**src/rtl/alu_pkg.sv**
```systemverilog
// rtl/alu_pkg.sv - shared opcode/state types for the sequential ALU
// Purpose: opcode map (uc_t), FSM state encoding (state_t) and the
//          first illegal opcode value, used by alu_seq and its divider.
// Ports:   none (package).
package alu_pkg;

  typedef enum logic [3:0] {
    UC_ADD = 4'd0,
    UC_SUB = 4'd1,
    UC_MUL = 4'd2,
    UC_DIV = 4'd3,
    UC_MOD = 4'd4,
    UC_AND = 4'd5,
    UC_OR  = 4'd6,
    UC_XOR = 4'd7,
    UC_SHL = 4'd8,
    UC_SHR = 4'd9,
    UC_SRA = 4'd10
  } uc_t;

  typedef enum logic [1:0] {
    ST_IDLE = 2'd0,
    ST_BUSY = 2'd1,
    ST_DONE = 2'd2
  } state_t;

  // Every opcode at or above this value is illegal.
  localparam logic [3:0] UC_ILL_MIN = 4'b1011;

endpackage

```
**src/rtl/alu_seq_divider.sv**
```systemverilog
// rtl/alu_seq_divider.sv - iterative unsigned restoring divider
// Purpose: WIDTH-step restoring division. The first step is taken on the
//          start edge, so done is visible WIDTH-1 cycles after start.
// Ports:   clk, rst_n          clock, async active-low reset
//          start               load operands and take the first step
//          dividend, divisor   operands (divisor must be nonzero)
//          busy                iterations still in progress
//          done                quotient/remainder valid (held until next start)
//          quotient, remainder results
module alu_seq_divider #(
  parameter int WIDTH = 8
) (
  input  logic             clk,
  input  logic             rst_n,
  input  logic             start,
  input  logic [WIDTH-1:0] dividend,
  input  logic [WIDTH-1:0] divisor,
  output logic             busy,
  output logic             done,
  output logic [WIDTH-1:0] quotient,
  output logic [WIDTH-1:0] remainder
);

  localparam int CW = $clog2(WIDTH);
  localparam logic [CW-1:0] LAST = CW'(WIDTH - 1);

  logic [WIDTH-1:0] dsr;
  logic [CW-1:0]    cnt;

  // One restoring step: shift the next dividend bit (quotient MSB) into the
  // partial remainder, subtract, and keep the difference only if it did not
  // borrow. The partial remainder stays below the divisor, so the trial
  // difference fits in WIDTH bits whenever bit WIDTH is clear.
  function automatic logic [2*WIDTH-1:0] div_step(
    input logic [WIDTH-1:0] r,
    input logic [WIDTH-1:0] q,
    input logic [WIDTH-1:0] d
  );
    logic [WIDTH:0] sh;
    logic [WIDTH:0] trial;
    sh    = {r, q[WIDTH-1]};
    trial = sh - {1'b0, d};
    if (!trial[WIDTH]) return {trial[WIDTH-1:0], q[WIDTH-2:0], 1'b1};
    else               return {sh[WIDTH-1:0],    q[WIDTH-2:0], 1'b0};
  endfunction

  always_ff @(posedge clk or negedge rst_n) begin
    if (!rst_n) begin
      dsr       <= '0;
      cnt       <= '0;
      busy      <= 1'b0;
      done      <= 1'b0;
      quotient  <= '0;
      remainder <= '0;
    end else if (start) begin
      {remainder, quotient} <= div_step('0, dividend, divisor);
      dsr  <= divisor;
      cnt  <= CW'(1);
      busy <= 1'b1;
      done <= 1'b0;
    end else if (busy) begin
      {remainder, quotient} <= div_step(remainder, quotient, dsr);
      cnt <= cnt + CW'(1);
      if (cnt == LAST) begin
        busy <= 1'b0;
        done <= 1'b1;
      end
    end
  end

endmodule

```
**src/rtl/alu_seq.sv**
```systemverilog
// rtl/alu_seq.sv - sequential ALU with valid/ready handshakes
// Purpose: captures a, b, uc on accept; single-cycle ops finish in one
//          cycle, MUL (shift-add) and DIV/MOD (restoring) in WIDTH+1.
//          Result and flags are registered and held until out_ready.
// Ports:   clk, rst_n            clock, async active-low reset
//          in_valid, in_ready    operand handshake (ready only in IDLE)
//          a, b, uc              operands / shift amount, opcode
//          out_valid, out_ready  result handshake
//          result, n, z, c, v    result and arithmetic flags
//          dz, ill               divide-by-zero, illegal opcode
module alu_seq
  import alu_pkg::*;
#(
  parameter int WIDTH = 8
) (
  input  logic             clk,
  input  logic             rst_n,
  input  logic             in_valid,
  output logic             in_ready,
  input  logic [WIDTH-1:0] a,
  input  logic [WIDTH-1:0] b,
  input  logic [3:0]       uc,
  output logic             out_valid,
  input  logic             out_ready,
  output logic [WIDTH-1:0] result,
  output logic             n,
  output logic             z,
  output logic             c,
  output logic             v,
  output logic             dz,
  output logic             ill
);

  localparam int CW = $clog2(WIDTH);
  localparam logic [CW-1:0]  LAST  = CW'(WIDTH - 1);
  localparam logic [WIDTH:0] W_VAL = (WIDTH + 1)'(WIDTH);

  state_t             state;
  logic [3:0]         op;
  logic [WIDTH-1:0]   mcand;
  logic [2*WIDTH-1:0] prod;
  logic [CW-1:0]      cnt;

  logic                    accept, is_div, multi, amt_big, last;
  logic [WIDTH:0]          add_w, sub_w, shl_w, shr_w;
  logic signed [WIDTH:0]   sra_w;
  logic [WIDTH-1:0]        s_res, m_res;
  logic                    s_c, s_v, s_dz, s_ill, m_c;
  logic                    div_start, div_busy, div_done;
  logic [WIDTH-1:0]        div_q, div_r;

  assign in_ready  = (state == ST_IDLE);
  assign out_valid = (state == ST_DONE);
  assign accept    = in_valid && in_ready;
  assign is_div    = (uc == UC_DIV) || (uc == UC_MOD);
  // Division by zero is resolved in one cycle and never starts the divider.
  assign multi     = (uc == UC_MUL) || (is_div && (b != '0));
  assign div_start = accept && is_div && (b != '0);
  assign amt_big   = ({1'b0, b} >= W_VAL);

  // Shift-add step on {high, low}: low starts as the multiplier and drains
  // out of the bottom while partial sums enter at the top.
  function automatic logic [2*WIDTH-1:0] mul_step(
    input logic [2*WIDTH-1:0] p,
    input logic [WIDTH-1:0]   m
  );
    logic [WIDTH:0] sum;
    sum = {1'b0, p[2*WIDTH-1:WIDTH]} + (p[0] ? {1'b0, m} : {(WIDTH+1){1'b0}});
    return {sum, p[WIDTH-1:1]};
  endfunction

  // Single-cycle results, computed straight from the inputs at accept.
  // The extra bit on each shift catches the last bit shifted out.
  always_comb begin
    add_w = {1'b0, a} + {1'b0, b};
    sub_w = {1'b0, a} - {1'b0, b};
    shl_w = {1'b0, a} << b;
    shr_w = {a, 1'b0} >> b;
    sra_w = $signed({a, 1'b0}) >>> b;
    s_res = '0;
    s_c   = 1'b0;
    s_v   = 1'b0;
    s_dz  = 1'b0;
    s_ill = 1'b0;
    case (uc)
      UC_ADD: begin
        s_res = add_w[WIDTH-1:0];
        s_c   = add_w[WIDTH];
        s_v   = (a[WIDTH-1] == b[WIDTH-1]) && (add_w[WIDTH-1] != a[WIDTH-1]);
      end
      UC_SUB: begin
        s_res = sub_w[WIDTH-1:0];
        s_c   = !sub_w[WIDTH];
        s_v   = (a[WIDTH-1] != b[WIDTH-1]) && (sub_w[WIDTH-1] != a[WIDTH-1]);
      end
      UC_MUL: s_res = '0;
      UC_DIV, UC_MOD: s_dz = (b == '0);
      UC_AND: s_res = a & b;
      UC_OR:  s_res = a | b;
      UC_XOR: s_res = a ^ b;
      UC_SHL: if (!amt_big) {s_c, s_res} = shl_w;
      UC_SHR: if (!amt_big) {s_res, s_c} = shr_w;
      UC_SRA: begin
        if (amt_big) s_res = {WIDTH{a[WIDTH-1]}};
        else         {s_res, s_c} = sra_w;
      end
      default: s_ill = (uc >= UC_ILL_MIN);
    endcase
  end

  // Multi-cycle results, valid on the final BUSY cycle.
  always_comb begin
    if (op == UC_MUL)      m_res = prod[WIDTH-1:0];
    else if (op == UC_DIV) m_res = div_q;
    else                   m_res = div_r;
    m_c  = (op == UC_MUL) && (prod[2*WIDTH-1:WIDTH] != '0);
    last = (op == UC_MUL) ? (cnt == LAST) : (div_done && !div_busy);
  end

  always_ff @(posedge clk or negedge rst_n) begin
    if (!rst_n) begin
      state  <= ST_IDLE;
      op     <= UC_ADD;
      mcand  <= '0;
      prod   <= '0;
      cnt    <= '0;
      result <= '0;
      n      <= 1'b0;
      z      <= 1'b0;
      c      <= 1'b0;
      v      <= 1'b0;
      dz     <= 1'b0;
      ill    <= 1'b0;
    end else begin
      case (state)
        ST_IDLE: begin
          if (accept) begin
            op    <= uc;
            mcand <= a;
            cnt   <= '0;
            // First multiply step is taken here so BUSY lasts WIDTH cycles.
            prod  <= mul_step({{WIDTH{1'b0}}, b}, a);
            if (multi) begin
              state <= ST_BUSY;
            end else begin
              state  <= ST_DONE;
              result <= s_res;
              n      <= s_res[WIDTH-1];
              z      <= (s_res == '0);
              c      <= s_c;
              v      <= s_v;
              dz     <= s_dz;
              ill    <= s_ill;
            end
          end
        end
        ST_BUSY: begin
          if (last) begin
            state  <= ST_DONE;
            result <= m_res;
            n      <= m_res[WIDTH-1];
            z      <= (m_res == '0);
            c      <= m_c;
            v      <= 1'b0;
            dz     <= 1'b0;
            ill    <= 1'b0;
          end else begin
            cnt  <= cnt + CW'(1);
            prod <= mul_step(prod, mcand);
          end
        end
        ST_DONE: if (out_ready) state <= ST_IDLE;
        default: state <= ST_IDLE;
      endcase
    end
  end

  alu_seq_divider #(.WIDTH(WIDTH)) u_div (
    .clk       (clk),
    .rst_n     (rst_n),
    .start     (div_start),
    .dividend  (a),
    .divisor   (b),
    .busy      (div_busy),
    .done      (div_done),
    .quotient  (div_q),
    .remainder (div_r)
  );

endmodule

```
**config.mk**
```make
export PLATFORM = sky130hd
export DESIGN_NAME = alu_seq
export DESIGN_NICKNAME = d
export VERILOG_FILES = /design/src/rtl/alu_pkg.sv /design/src/rtl/alu_seq_divider.sv /design/src/rtl/alu_seq.sv
export SDC_FILE = /design/constraint.sdc
export NUM_CORES = 1
export LEC_CHECK = 0
export BUFFER_PORTS_ARGS = -buffer_cell sky130_fd_sc_hd__buf_2
export CAP_MARGIN = 20
export CORE_AREA = 2 2 139 141
export DETAILED_ROUTE_END_ITERATION = 10
export DIE_AREA = 0 0 141 143
export GPL_TIMING_DRIVEN = 0
export SKIP_CTS_REPAIR_TIMING = 1
export SYNTH_ARGS = -nofsm -noshare
export SYNTH_HDL_FRONTEND = slang
export SYNTH_SLANG_ARGS = --single-unit
export TNS_END_PERCENT = 50
```
**constraint.sdc**
```tcl
create_clock -name clk -period 6.3 [get_ports clk]
set_input_delay 0.945 -clock clk [delete_from_list [all_inputs] [get_ports clk]]
set_output_delay 0.945 -clock clk [all_outputs]
set_load 0.03 [all_outputs]
```
==> impl_metrics.csv, run 1 <==
group,metric,value,unit
global_routing,first_global_vias,5937,
placed_design,hpwlAfterDp,16.21,mm
logic_synthesis,synth-seq-cells,75,
logic_synthesis,synth_edf_count,0,
die,die_w,141,µm
route,vias,6269,
clock_network,cts_sinks,75,
layout,multi_input_area,4125,µm²
pwr,p_clk_frac,0.201,
timing,hold_viol,0,
die,boundaryPins,40,
clock_network,cts_buffer_depth,2,
timing,clock.fmax,230.2,MHz
clock_network,cts_tree,"done",
worst_hold_path,min_path_type,"in2async",
pwr,power_density,426.7,nW/µm²
layout,diodes,0,
die,start_util,0.3446,
logic_synthesis,ys.flop_type,"dfrtp_1",
logic_synthesis,seq_area_frac_synth,0.2931,
layout,seq_area,1877,µm²
global_routing,grt_pass1_wl,33.49,mm
logic_synthesis,synth_warnings,0,
layout,layout_common_cells,"105 x nand2_1, 76 x o21ai_0, 75 x dfrtp_1",
timing,rsz0062_at_grt,"no",
flow_run,cap_violations,0,
die,die_height,143,µm
logic_synthesis,syn-num-nets,864,
die,die_area,20160,µm²
layout,fin_util,0.3914,
route,dr.first_iter.drc_count,594,
logic_synthesis,synthArstFlopShare,1.000,
timing,setup_viol,0,
layout,fillerInstances,1886,
route,ant_nets,0,
timing,timing.setup.tns,0,ps
clock_network,htreeDepth,3,
placed_design,gp_congestion,1.002,
layout,syn_to_final_growth,13.58,%
clock_network,clock_tree.root_cell,"clkbuf_16",
timing,tightest_slew,942.4,ps
clock_network,clkTransAtPathRegs,60,ps
layout,layout.cells.non_filler,1077,
pwr,power_frac_seq,0.286,
die,num_rows,50,
worst_setup_path,end_kind,"flip-flop",
route,vias_per_cell,5.821,
route,avgRoutedWirePerCell,19.78,µm
logic_synthesis,syn_inst,789,
timing,timing.final.crit_share,0.6896,
pwr,switching_share,0.4317,
route,wl,21.30,mm
route,drt_first_pass_iters,6,
placed_design,dp.cells,1063,
pwr,power.switching,1340,µW
global_routing,grt_start_max_net_pins,70,
worst_setup_path,cp.arrival,4600,ps
worst_setup_path,path_max_fanout,10,
pwr,internal_power,1764,µW
worst_setup_path,startpoint_type,"input pin",
timing,fin_crit,4344,ps
layout,final_nets,915,
status,status,"finished, final reports clean",
pwr,peakVddDrop,0.0001939,V
pwr,p_leak,0.003194,µW
worst_setup_path,critPathKind,"in2reg",
clock_network,cts_buffers,9,
logic_synthesis,ys_types,77,
timing,slew_headroom,0.3660,
timing,skew,9.010,ps
placed_design,portBuffers,38,
global_routing,grt_use_total,0.2149,
die,fp.coreArea,18580,µm²
clock_network,clkLatencyLatePin,340,ps
global_routing,antenna_found_initial,0,
layout,drive_above_1_share,0.1174,
timing,drv_slew,0,
layout,final_common_cell,"nand2_1",
logic_synthesis,synth_area,6404,µm²
logic_synthesis,postSynthAreaPerCell,8.116,µm²
worst_setup_path,cp.required,6560,ps
global_routing,grt_overflow,0,
route,drc,0,
pwr,comb_power_share,0.512,
==> synth_stat cells (7+ instances only) <==
library cell  number  area share
xnor2_1           12       0.016
inv_1             45       0.026
dfrtp_1           75        0.29
mux2_2            10       0.018
ha_1              47       0.092
nand2_1          105       0.062
o21ai_0           76       0.059
nor3_1            17       0.013
a311oi_1           7      0.0096
nand2b_1          16       0.016
a21oi_1           55       0.043
nor4_1             7      0.0068
or3_1              7      0.0068
a31oi_1           10      0.0098
nand4_1            7      0.0068
nand3_1           13       0.010
nor2b_1           13       0.013
nor2_1            55       0.032
buf_2             12      0.0094
clkbuf_1          26       0.015
and2_1             8      0.0078
mux2i_1           36       0.056
==> through the flow <==
step | cell area (µm²) | power [µW] | hold slack [ps] | worst slack (ps)
after global routing | 7273 | 3343 | 420.5 | 1852
after global placement | 6887 | 2428 | 456.3 | 1302
after floorplan | 6404 | 2030 | 441.9 | 2708
final | 7273 | 3104 | 422.2 | 1956
after detailed placement | 6920 | 2459 | 468.1 | 1774
after CTS | 7273 | 3096 | 423.7 | 2117
==> final timing paths <==
check                                  start                 end  slack [ps]  cells past startpoint
setup / recovery                        b[1]                   z        1960                     13
hold / removal                         rst_n            prod[11]         420                      1
setup reg to reg           u_div.quotient[7]  u_div.remainder[3]        2780                     11
hold reg to reg                     mcand[0]            mcand[0]         480                      2
max in group asynchronous              rst_n        u_div.cnt[0]        5310                      2
min in group clk                    mcand[0]            mcand[0]         480                      2
==> layout make-up <==
type	count	share of cell area
flip-flops and latches	75	0.2580
inverters	47	0.02426
plain buffers	49	0.03097
clock inverters	5	0.01755
multi-input cells	618	0.5672
repair buffers	40	0.03079
well taps	234	0.04025
clock buffers	9	0.03097
==> power groups by stage <==
stage          Clock, µW  Sequential [µW]  Combinational (µW)
2_1_floorplan          0              900                1130
3_3_place_gp           0              887                1540
3_5_place_dp           0              891                1570
4_1_cts              629              886                1580
5_1_grt              656              916                1770
6_report             625              888                1590
==> state kept, by name, indices dropped and copies added (netlist names), 2 cells and up <==
signal,count
cnt,3
mcand,8
op,4
prod,16
result,8
state,2
u_div.cnt,3
u_div.dsr,8
u_div.quotient,8
u_div.remainder,8
==> worst max-delay path, stage by stage <==
cell and delay (ps):
buf_2 150, buf_6 140, buf_2 180, inv_1 350, ha_1 350, a21oi_1 320, o21bai_1 140, a221oi_1 400
o22ai_1 150, a311oi_1 600, nand3_1 150, or4_1 540, a31oi_1 180
==> kinds of logic after synthesis <==
logic type,synth area share
AOI/OAI and AO/OA,0.2229
xor gates and xnor gates,0.02325
adders and majority gates,0.1043
buffers and inverters,0.06272
DFF,0.2931
muxes,0.08500
and+or+nand+nor,0.2087
==> metal layers <==
layer / track usage / wire length (µm) / vias up
li1: - / - / 2935
met1: 0.3077 / 10120 / 3026
met2: 0.3309 / 9102 / 256
met3: 0.03186 / 1345 / 52
met4: 0.07579 / 733 / 0
met5: 0 / 0 / -
No activity file was read; power rests on OpenSTA's default activity.
==> run 2, diff against run 1 <==
--- a/config.mk
+++ b/config.mk
@@ -5,6 +5,7 @@
 export SDC_FILE = /design/constraint.sdc
 export NUM_CORES = 1
 export LEC_CHECK = 0
+export ABC_AREA = 1
 export BUFFER_PORTS_ARGS = -buffer_cell sky130_fd_sc_hd__buf_2
 export CAP_MARGIN = 20
 export CORE_AREA = 2 2 139 141
==> constraint.sdc (replaced) <==
create_clock -name clk -period 4 [get_ports clk]
set_input_delay 0.6 -clock clk [delete_from_list [all_inputs] [get_ports clk]]
set_output_delay 0.6 -clock clk [all_outputs]
set_load 0.03 [all_outputs]
==> impl_metrics.csv, run 2 <==
group,metric,value,unit
status,status,"finished, final reports clean",
timing,setup_viol,0,
logic_synthesis,synthTopCellsByArea,"dfrtp_1 29%, nand2_1 15%, ha_1 9.1%",
clock_network,clkTransAtPathRegs,60,ps
die,fp.coreArea,18580,µm²
die,die_area,20160,µm²
global_routing,antenna_found_initial,0,
flow_run,cap_violations,0,
layout,largest_reg_flops,16,
clock_network,cts_tree,"done",
timing,rsz0062_at_grt,"no",
route,drt_first_pass_iters,8,
layout,drive_above_1_share,0.09759,
pwr,power,4562,µW
global_routing,first_global_vias,6350,
timing,slew_headroom,0.5299,
logic_synthesis,syn-num-nets,1013,
logic_synthesis,synth_top_area_frac,0.2918,
timing,hold_viol,0,
timing,fin_crit,2900,ps
route,drc,0,
pwr,peakVddDrop,0.0002811,V
clock_network,htreeDepth,3,
global_routing,grt_use_total,0.2213,
route,ant_nets,0,
timing,tightest_slew,702.5,ps
die,die_height,143,µm
logic_synthesis,syn_inst,938,
layout,final_nets,1064,
timing,timing.setup.tns,0,ps
clock_network,clock_tree.root_cell,"clkbuf_16",
logic_synthesis,ys.flop_type,"dfrtp_1",
clock_network,cts_sinks,75,
worst_setup_path,cp.required,4230,ps
clock_network,cts_buffer_depth,2,
layout,syn_to_final_growth,12.32,%
logic_synthesis,postSynthAreaPerCell,6.856,µm²
die,start_util,0.3461,
layout,largest-register,"prod",
route,dr.first_iter.drc_count,707,
pwr,p_leak,0.003653,µW
layout,layout_common_cells,"259 x nand2_1, 112 x inv_1, 87 x nor2_1",
logic_synthesis,synth_area,6431,µm²
timing,timing.final.crit_share,0.7250,
worst_setup_path,end_kind,"flip-flop",
logic_synthesis,synth-seq-cells,75,
placed_design,portBuffers,39,
die,boundaryPins,40,
die,die_w,141,µm
global_routing,grt_start_max_net_pins,44,
logic_synthesis,synth_top_area_cell,"dfrtp_1",
global_routing,grt_overflow,0,
layout,diodes,0,
worst_setup_path,critPathKind,"in2reg",
route,vias_per_cell,5.450,
logic_synthesis,ys_types,47,
pwr,power_density,631.5,nW/µm²
timing,timing.hold.ws,222.8,ps
route,wl,21.72,mm
placed_design,hpwlAfterDp,16.98,mm
layout,final_common_cell,"nand2_1",
timing,drv_slew,0,
logic_synthesis,synth_most_common_cell,"nand2_1",
route,vias,6692,
worst_setup_path,path_max_fanout,10,
logic_synthesis,synth_warnings,0,
logic_synthesis,seq_area_frac_synth,0.2918,
clock_network,cts_buffers,9,
timing,clock.fmax,344.8,MHz
global_routing,grt_pass1_wl,34.84,mm
logic_synthesis,synthArstFlopShare,1.000,
clock_network,clkLatencyLatePin,340,ps
worst_setup_path,startpoint_type,"input pin",
worst_hold_path,min_path_type,"in2async",
placed_design,gp_congestion,0.9822,
logic_synthesis,synth_edf_count,0,
route,avgRoutedWirePerCell,17.69,µm
die,num_rows,50,
timing,skew,8.047,ps
layout,fillerInstances,1969,
logic_synthesis,synthTopCellsByCount,"259 x nand2_1, 112 x inv_1, 87 x nor2_1, 75 x dfrtp_1, 68 x nand3_1",
worst_setup_path,cp.arrival,3130,ps
run 2: changes by cell type after synthesis, sizes merged, moves of 12 or more:
cell | before | now
nand2b | 16 | 0
nand2 | 106 | 264
mux2i | 36 | 0
clkbuf | 26 | 10
nand4 | 7 | 31
o211ai | 5 | 20
nor2 | 57 | 94
nand3 | 13 | 69
nor2b | 13 | 0
inv | 45 | 117
o21ai | 76 | 64
run 2: area by class of cell:
cell class	instances	area, µm²	share of cell area
Clock inverter	2	10.01	0.001386
Timing Repair Buffer	40	225.2	0.03118
Sequential cell	75	1877	0.2598
Inverter	118	445.4	0.06167
Tap cell	234	292.8	0.04053
Buffer	31	176.4	0.02442
Multi-Input combinational cell	714	3933	0.5444
Clock buffer	14	264.0	0.03655
run 2: metrics by stage:
stage	util	setup slack, ps	instances	instance area [µm²]
after CTS	0.3888	1181	1228	7223
after global placement	0.3724	845.3	1211	6919
after global routing	0.3888	885.5	1228	7223
final	0.3888	1100	1228	7223
after detailed placement	0.3740	843.7	1212	6949
after floorplan	-	1544	938	6431
run 2: worst paths after layout:
kind                       slack, ps  depth (start not counted)                 end         startpoint
setup / recovery                1100                         15           result[7]               b[2]
hold / removal                   220                          1  u_div.remainder[6]              rst_n
setup reg to reg                1350                         12  u_div.remainder[1]  u_div.quotient[7]
hold reg to reg                  480                          1                   v                  v
max in group asynchronous       3190                          2            prod[12]              rst_n
min in group clk                 480                          1                   v                  v
run 2: kinds of logic after synthesis:
kind of cell,count (synthesis),share of synthesized area
DFF,75,0.2918
and+or+nand+nor,470,0.3191
AOI/OAI and AO/OA,182,0.1735
xor gates and xnor gates,11,0.01498
buffers and inverters,149,0.09669
adders and majority gates,51,0.1039
run 2: critical path, cell delays in order:
cell and delay [ps]:
buf_2 100, buf_6 170, clkinv_1 290, ha_1 380
buf_2 200, inv_1 130, nand2_1 100, nand3_1 130
nand4_1 140, nand2_1 100, nand2_1 70, a21oi_1 90
nor2_1 260, nand2_1 160, a22o_1 210
run 2: routing by layer:
metal / global-route usage / vias to the layer above / wire [µm]
met5: 0 / - / 0
met4: 0.08263 / 0 / 627
met1: 0.3059 / 3127 / 9805
li1: - / 3241 / -
met2: 0.3659 / 286 / 10100
met3: 0.01442 / 38 / 1191
run 2: power by group:
part           switching, µW  total, µW  internal (µW)
clock                    307        760            453
combinational           1590       2460            871
sequential               237       1340           1100
total                   2140       4560           2430
